File: config.mk
export PLATFORM = sky130hd
export DESIGN_NAME = counter_master
export DESIGN_NICKNAME = d
export VERILOG_FILES = /design/src/rtl/counter_master.sv
export SDC_FILE = /design/constraint.sdc
export NUM_CORES = 1
export LEC_CHECK = 0
export CAP_MARGIN = 10
export CORE_MARGIN = 4
export CORE_UTILIZATION = 50
export DETAILED_ROUTE_END_ITERATION = 10
export PLACE_DENSITY = 0.77
export RECOVER_POWER = 50
export SYNTH_ARGS = -nofsm -noshare
export SYNTH_HDL_FRONTEND = slang
export SYNTH_SLANG_ARGS = --single-unit
File: constraint.sdc
create_clock -name clk -period 6.35 [get_ports clk]
set_input_delay 1.27 -clock clk [delete_from_list [all_inputs] [get_ports clk]]
set_output_delay 1.27 -clock clk [all_outputs]
set_load 0.05 [all_outputs]
File: src/rtl/counter_master.sv
// Sequencer for the external counter block: programs the enable and time bytes,
// starts a measurement, waits for the end flag, then reads back all results.
module counter_master #(
  parameter int unsigned             DATA_WIDTH = 8,
  parameter logic [DATA_WIDTH-1:0]   BASE_ADDR  = 8'h26,
  parameter logic [31:0]             TIMEOUT    = 32'd400000000
) (
  input  logic                  clk,
  input  logic                  res_n,
  input  logic                  cmd_go,
  input  logic [3:0]            cmd_enable,
  input  logic [7:0]            cmd_time,
  output logic [DATA_WIDTH-1:0] addr,
  output logic [DATA_WIDTH-1:0] wr_data,
  output logic                  we,
  input  logic [DATA_WIDTH-1:0] rd_data,
  output logic                  start,
  input  logic                  stop,
  output logic                  busy,
  output logic                  done,
  output logic                  err,
  output logic [3:0][31:0]      res_data,
  output logic [31:0]           res_time
);

  typedef enum logic [3:0] {
    S_IDLE, S_WR_CTRL, S_WR_TIME, S_START, S_WAIT_HI,
    S_WAIT_LO, S_READ, S_DONE, S_ERR
  } state_t;

  localparam logic [4:0] LAST_ISSUE = 5'd19;
  localparam logic [4:0] LAST_READ  = 5'd20;

  state_t      state;
  logic        phase;
  logic [7:0]  time_q;
  logic [4:0]  rd_cnt;
  logic [31:0] wait_cnt;
  logic [31:0] wait_nxt;
  logic        timeout_hit;
  logic [4:0]  byte_idx;
  logic [4:0]  lane_lsb;

  // Channel 0 lands in the MSB of the control byte; the low nibble is reserved.
  function automatic logic [7:0] ctrl_byte(input logic [3:0] en);
    return {en[0], en[1], en[2], en[3], 4'b0000};
  endfunction

  always_comb begin
    wait_nxt    = (wait_cnt == '1) ? wait_cnt : wait_cnt + 32'd1;
    timeout_hit = (wait_nxt >= TIMEOUT);
  end

  // rd_data lags addr by one cycle, so read cycle k stores the byte issued in k-1.
  assign byte_idx = rd_cnt - 5'd1;
  assign lane_lsb = {byte_idx[1:0], 3'b000};

  // NOTE: all state here is updated with <= so every branch sees pre-edge values.
  always_ff @(posedge clk or negedge res_n) begin
    if (!res_n) begin
      state    <= S_IDLE;
      phase    <= 1'b0;
      time_q   <= '0;
      rd_cnt   <= '0;
      wait_cnt <= '0;
      addr     <= '0;
      wr_data  <= '0;
      we       <= 1'b0;
      start    <= 1'b0;
      busy     <= 1'b0;
      done     <= 1'b0;
      err      <= 1'b0;
      // NOTE: result registers are plain flops (not a RAM), so they are reset.
      res_data <= '0;
      res_time <= '0;
    end else begin
      done  <= 1'b0;
      err   <= 1'b0;
      start <= 1'b0;
      case (state)
        S_IDLE: begin
          if (cmd_go) begin
            time_q  <= cmd_time;
            busy    <= 1'b1;
            addr    <= BASE_ADDR;
            wr_data <= DATA_WIDTH'(ctrl_byte(cmd_enable));
            we      <= 1'b1;
            phase   <= 1'b0;
            state   <= S_WR_CTRL;
          end
        end
        S_WR_CTRL: begin
          if (!phase) begin
            we    <= 1'b0;
            phase <= 1'b1;
          end else begin
            addr    <= BASE_ADDR + DATA_WIDTH'(1);
            wr_data <= DATA_WIDTH'(time_q);
            we      <= 1'b1;
            phase   <= 1'b0;
            state   <= S_WR_TIME;
          end
        end
        S_WR_TIME: begin
          if (!phase) begin
            we    <= 1'b0;
            phase <= 1'b1;
          end else begin
            start <= 1'b1;
            phase <= 1'b0;
            state <= S_START;
          end
        end
        S_START: begin
          wait_cnt <= '0;
          state    <= S_WAIT_HI;
        end
        S_WAIT_HI: begin
          if (stop) begin
            wait_cnt <= '0;
            state    <= S_WAIT_LO;
          end else if (timeout_hit) begin
            err   <= 1'b1;
            busy  <= 1'b0;
            state <= S_ERR;
          end else begin
            wait_cnt <= wait_nxt;
          end
        end
        S_WAIT_LO: begin
          if (!stop) begin
            addr   <= BASE_ADDR + DATA_WIDTH'(2);
            rd_cnt <= '0;
            state  <= S_READ;
          end else if (timeout_hit) begin
            err   <= 1'b1;
            busy  <= 1'b0;
            state <= S_ERR;
          end else begin
            wait_cnt <= wait_nxt;
          end
        end
        S_READ: begin
          if (rd_cnt != 5'd0) begin
            case (byte_idx[4:2])
              3'd0:    res_data[0][lane_lsb +: 8] <= rd_data[7:0];
              3'd1:    res_time[lane_lsb +: 8]    <= rd_data[7:0];
              3'd2:    res_data[1][lane_lsb +: 8] <= rd_data[7:0];
              3'd3:    res_data[2][lane_lsb +: 8] <= rd_data[7:0];
              3'd4:    res_data[3][lane_lsb +: 8] <= rd_data[7:0];
              default: ;
            endcase
          end
          if (rd_cnt < LAST_ISSUE) addr <= addr + DATA_WIDTH'(1);
          if (rd_cnt == LAST_READ) begin
            done  <= 1'b1;
            busy  <= 1'b0;
            state <= S_DONE;
          end else begin
            rd_cnt <= rd_cnt + 5'd1;
          end
        end
        S_DONE: state <= S_IDLE;
        S_ERR: begin
          we    <= 1'b0;
          start <= 1'b0;
          state <= S_IDLE;
        end
        default: state <= S_IDLE;
      endcase
    end
  end

endmodule

# ---- Yosys cells after proc, flatten, opt, wreduce, memory -nomap -nowiden
# Index checks and enable logic that the tools add are counted.
dict set report word_totals {
  elab_cells 122
  input_bits 24
  ff_bits 231
}
dict set report op_classes {
  mux 48
  shift 2
  n_reduce_logical 25
  n_lt_le_gt_ge 2
  add_sub_neg 5
  eq_ne 23
}
# cell n
set ops {}
lappend ops {{$bwmux W32} 5}
lappend ops {{$mux W32} 4}
lappend ops {{$pmux W32 S3} 1}
lappend ops {{$mux W8} 6}
lappend ops {{$add A32 B1 Y32 const B} 1}
lappend ops {{$eq A32 B32 Y1 const B} 1}
lappend ops {{$ge A32 B29 Y1 const B} 1}
lappend ops {{$pmux W8 S4} 1}
lappend ops {{$shift A8 B7 Y32 const A} 1}
lappend ops {{$shiftx A8 B7 Y32} 1}
lappend ops {{$mux W4} 7}
lappend ops {{$pmux W4 S7} 1}
lappend ops {{$reduce_and A3 Y1} 8}
lappend ops {{$ne A2 B2 Y1 const B} 10}
lappend ops {{$pmux W8 S2} 1}
lappend ops {{$mux W1} 15}
lappend ops {{$eq A4 B3 Y1 const B} 3}
lappend ops {{$reduce_bool A4 Y1} 3}
lappend ops {{$mux W5} 2}
lappend ops {{$pmux W5 S2} 1}
lappend ops {{$reduce_and A5 Y1} 2}
lappend ops {{$add A8 B1 Y8 const B} 1}
lappend ops {{$eq A4 B2 Y1 const B} 2}
lappend ops {{$pmux W1 S4} 2}
lappend ops {{other kinds (19)} 25}

# ---- Longest topological paths before layout
dict set report logic_depth {
  word_depth 6
  mapped_depth 13
}

# ---- Worst setup path before layout
# Ideal clock, no wire load.
dict set report synth_timing {
  kind {register to register}
  from {register wait_cnt[0]}
  to {register wait_cnt[20]}
  setup_time_ns 0.120
  slack_ns 3.406
  t_arrival_ns 2.824
  period_less_slack_ns 2.944
  path_stages_with_launch 13
  cell_sequence {dfrtp_1 > ha_1 > and4_4 > nand4_4 > nor4_2 > o21ai_1 > a311o_1 > a211oi_4 > o21a_1 > buf_6 > buf_12 > nand4_1 > a31o_1}
}
dict set report synth_via {
  elab_chain_len 6
  word_cells_on_any_way 8
  cone_classes {add/sub (1); order compare (1); eq/ne (1); mux (5)}
}
# element line
set synth_lines {}
lappend synth_lines {{start, declared} 38} ;# logic [31:0] wait_cnt;
lappend synth_lines {{start signal, assigned} 127} ;# wait_cnt <= wait_nxt;
lappend synth_lines {{start signal, assigned} 140} ;# wait_cnt <= wait_nxt;
lappend synth_lines {{$add A32 B1 Y32 or $eq A32 B32 Y1 (tied branches)} 50} ;# wait_nxt = (wait_cnt == '1) ? wait_cnt : wait_cnt + 32'd1;
lappend synth_lines {{$mux W32 *} 50}
lappend synth_lines {{$ge A32 B29 Y1} 51} ;# timeout_hit = (wait_nxt >= TIMEOUT);
lappend synth_lines {{$mux W32 *} {122, 135}}
lappend synth_lines {{$mux W32, on equally long branches} {131, 119}}
lappend synth_lines {{$pmux W32 S3 *} 80} ;# case (state)
# Every way passes the cells marked *; elsewhere a longest branch is shown, timed or not. The select of a mux whose other input is x is not followed.
# A chain may end at the register's enable or synchronous reset.

==> results.sh <==
export IMPL_cp_num_buf_inv=2
export IMPL_seq_area_frac_synth_pct=55.3
export IMPL_boundaryPins=205
export IMPL_synth_edf_count=0
export IMPL_syn2layout_area_growth_pct=28.2
export IMPL_yosys_area_share_xor_xnor_pct=1.01
export IMPL_num_vias=8971
export IMPL_holdBufCountCts=0
export IMPL_layout_commonest_cell="nand2_1"
export IMPL_hold_class="flip-flop to flip-flop"
export IMPL_clk_pin_slew_ps=60
export IMPL_synthSimpleGateAreaFrac_pct=20.1
export IMPL_ant_nets=0
export IMPL_dp_hpwl_um=20200
export IMPL_status="finished with violations"
export IMPL_netlist_instances=1096
export IMPL_numPortBuffers=204
export IMPL_grt_pass1_vias=8554
export IMPL_ys_types=75
export IMPL_cts_setup_buffers=0
export IMPL_netlist_area_um2=10400
export IMPL_critical_path_arrival_ps=4730
export IMPL_synth_mux_area_share_pct=2.05
export IMPL_cp_data_required_time_ps=6750
export IMPL_area_sequential_um2=5780
export IMPL_whs_ps=468
export IMPL_cp_end_kind="asynchronous set/reset pin"
export IMPL_cts_resized=0
export IMPL_worstSetupStartpointType="primary input"
export IMPL_rsz0062_at_grt="false"
export IMPL_powerDensity_nw_per_um2=536
export IMPL_finalCriticalPeriod_ps=4330
export IMPL_max_freq_mhz=231
export IMPL_vias_per_cell=5.77
export IMPL_initial_core_util_pct=51.3
export IMPL_ys_warn_count=0
export IMPL_drtPass1Iterations=5
export IMPL_avgSynthCellArea_um2=9.53
export IMPL_cp_common_cell="clkbuf_2"
export IMPL_grt_pass1_wl_um=46500
export IMPL_yosys_register_bits=231
export IMPL_max_cap_viol_count=1
export IMPL_crit_slowest_cell="clkbuf_2"
export IMPL_chipWidth_um=153
export IMPL_routedWlPerCell_um=18.3
export IMPL_synth_top_family_by_area="simple AND/OR/NAND/NOR gates"
export IMPL_p_leak_nw=5.79
export IMPL_hold_viol_final=0
export IMPL_synthArstFlopShare_pct=100
export IMPL_drv_slew=126
export IMPL_final_cell_mix="nand2_1, dfrtp_1, o21ai_0, clkdlybuf4s50_1, nor2_1"
export IMPL_critPathTopFamily="buffers and inverters"
export IMPL_track_usage_pct=24.1
export IMPL_drc=0
export IMPL_synth_compound_area_share_pct=17.2
export IMPL_clk_latency_ps=520
export IMPL_layout_drive_gt1_share_pct=6.38
export IMPL_ir_worst_vdd_mv=0.253
export IMPL_htreeDepth=1
export IMPL_cp_cell_sequence="clkbuf_2, clkbuf_2"
export IMPL_core_rowCount=52
export IMPL_finalSetupTns_ps=0
export IMPL_dp_cells=1512
export IMPL_cts_num_sinks=231
export IMPL_maxSlewHeadroom_pct=-99.0
export IMPL_multi_input_area_um2=4310
export IMPL_worstSetupPathType="primary input to asynchronous set/reset pin"
export IMPL_die_area_um2=23300
export IMPL_cts_buffers=24
export IMPL_die_h_um=153
export IMPL_n_fill_cell=1674
export IMPL_synthAdderAreaFrac_pct=0.838
export IMPL_postRouteWirelength_um=28400
export IMPL_drtIter0Drc=651
export IMPL_cts_tree="yes"
export IMPL_crit_fanout=125
export IMPL_clk_path_buf_depth=3
export IMPL_setup_violations=0
export IMPL_gp_congestion=0.938
export IMPL_worst_pin_slew_ps=2980
export IMPL_grt_max_degree=126
export IMPL_syn_nets=1127
export IMPL_fin_cells=1556
export IMPL_coreArea_um2=20400
export IMPL_synth_flop_cell="dfrtp_1"
export IMPL_antenna_found_initial=1
export IMPL_skew_ps=9.04
export IMPL_slowest_delay_ps=2060
export IMPL_cts_root_buf="clkbuf_16"
export IMPL_violations="max-capacitance violations, max-slew violations"
export IMPL_grt_ovfl_total=0
export IMPL_min_period_over_period_pct=68.1
export IMPL_nNetsFinal=1299
[worst paths after layout]
| check | startpoint | slack (ps) | cells after the start | end |
|---|---|---|---|---|
| max in group clk | wait_cnt[18] | 2310 | 10 | wait_cnt[7] |
| min in group asynchronous | res_n | 1720 | 1 | res_time[16] |
| min | wr_data[5] | 470 | 2 | wr_data[5] |
| max reg2reg | wait_cnt[18] | 2310 | 10 | wait_cnt[7] |
| min reg2reg | wr_data[5] | 470 | 2 | wr_data[5] |
| max | res_n | 2020 | 2 | wait_cnt[19] |
[power breakdown]
| part | switching [W] | total [W] | leakage, nW | internal [W] |
|---|---|---|---|---|
| registers | 0.000379 | 0.00233 | 2.52 | 0.00195 |
| logic | 0.00241 | 0.00343 | 2.87 | 0.00102 |
| clock network | 0.000573 | 0.00141 | 0.401 | 0.000840 |
| total | 0.00336 | 0.00717 | 5.79 | 0.00381 |
[cells by family (layout without fill, tap and decap cells)]
group	after synthesis	after routing
simple gates	457	457
other cells	0	1
flops	231	231
fa+ha+maj	7	7
buf+inv	84	273
xor+xnor	12	12
compound gates	285	285
mux	20	20
[stage by stage]
stage,area [um^2],utilization (%),power [W],setup WS (ps)
floorplan,10400,-,0.00460,3410
global placement,12600,61.8,0.00575,2520
detailed placement,12600,61.8,0.00582,2390
CTS,13400,65.8,0.00726,2370
global route,13400,65.7,0.00755,1190
finish,13400,65.7,0.00717,2020
[tightest hold or removal path, stage by stage (launching register included)]
cell and delay, ps:
dfrtp_1 330, nand2_1 40, o21ai_0 50
[synthesized netlist by cell type (9+ instances only)]
library cell  number  area, um^2
dfrtp_1          231        5780
a32o_1            17         170
and2_1            10        62.6
mux2_2            11         124
and3_1            13        81.3
inv_1             19        71.3
nor2_1            48         180
buf_2             12        60.1
mux2i_1            9        90.1
nor3_1            29         145
nand3_1           20         100
a21oi_1           21         105
nand4_1           15        93.8
clkbuf_1          46         173
o21ai_0          177         886
nand2_1          266         998
[registers in the layout (all words and copies together) (netlist names)]
register  cells
addr          8
busy          1
done          1
err           1
phase         1
rd_cnt        5
res_data    128
res_time     32
start         1
state         4
time_q        8
wait_cnt     32
we            1
wr_data       8
[routing by layer]
metal	GRT usage, %	vias to the layer above	wire (um)
met1	33.3	4353	12400
met5	0	-	0
met4	8.44	0	914
met2	38.5	330	13100
li1	-	4220	-
met3	4.63	68	1970
[final cells by class]
type / count / share of cell area, %
Clock inverter: 7 / 0.551
Clock buffer: 36 / 5.50
Antenna cell: 1 / 0.0187
Multi-Input combinational cell: 781 / 32.2
Sequential cell: 231 / 43.2
Timing Repair Buffer: 211 / 15.5
Inverter: 19 / 0.533
Tap cell: 270 / 2.52
Note: power is estimated with default switching activity, not from simulation.
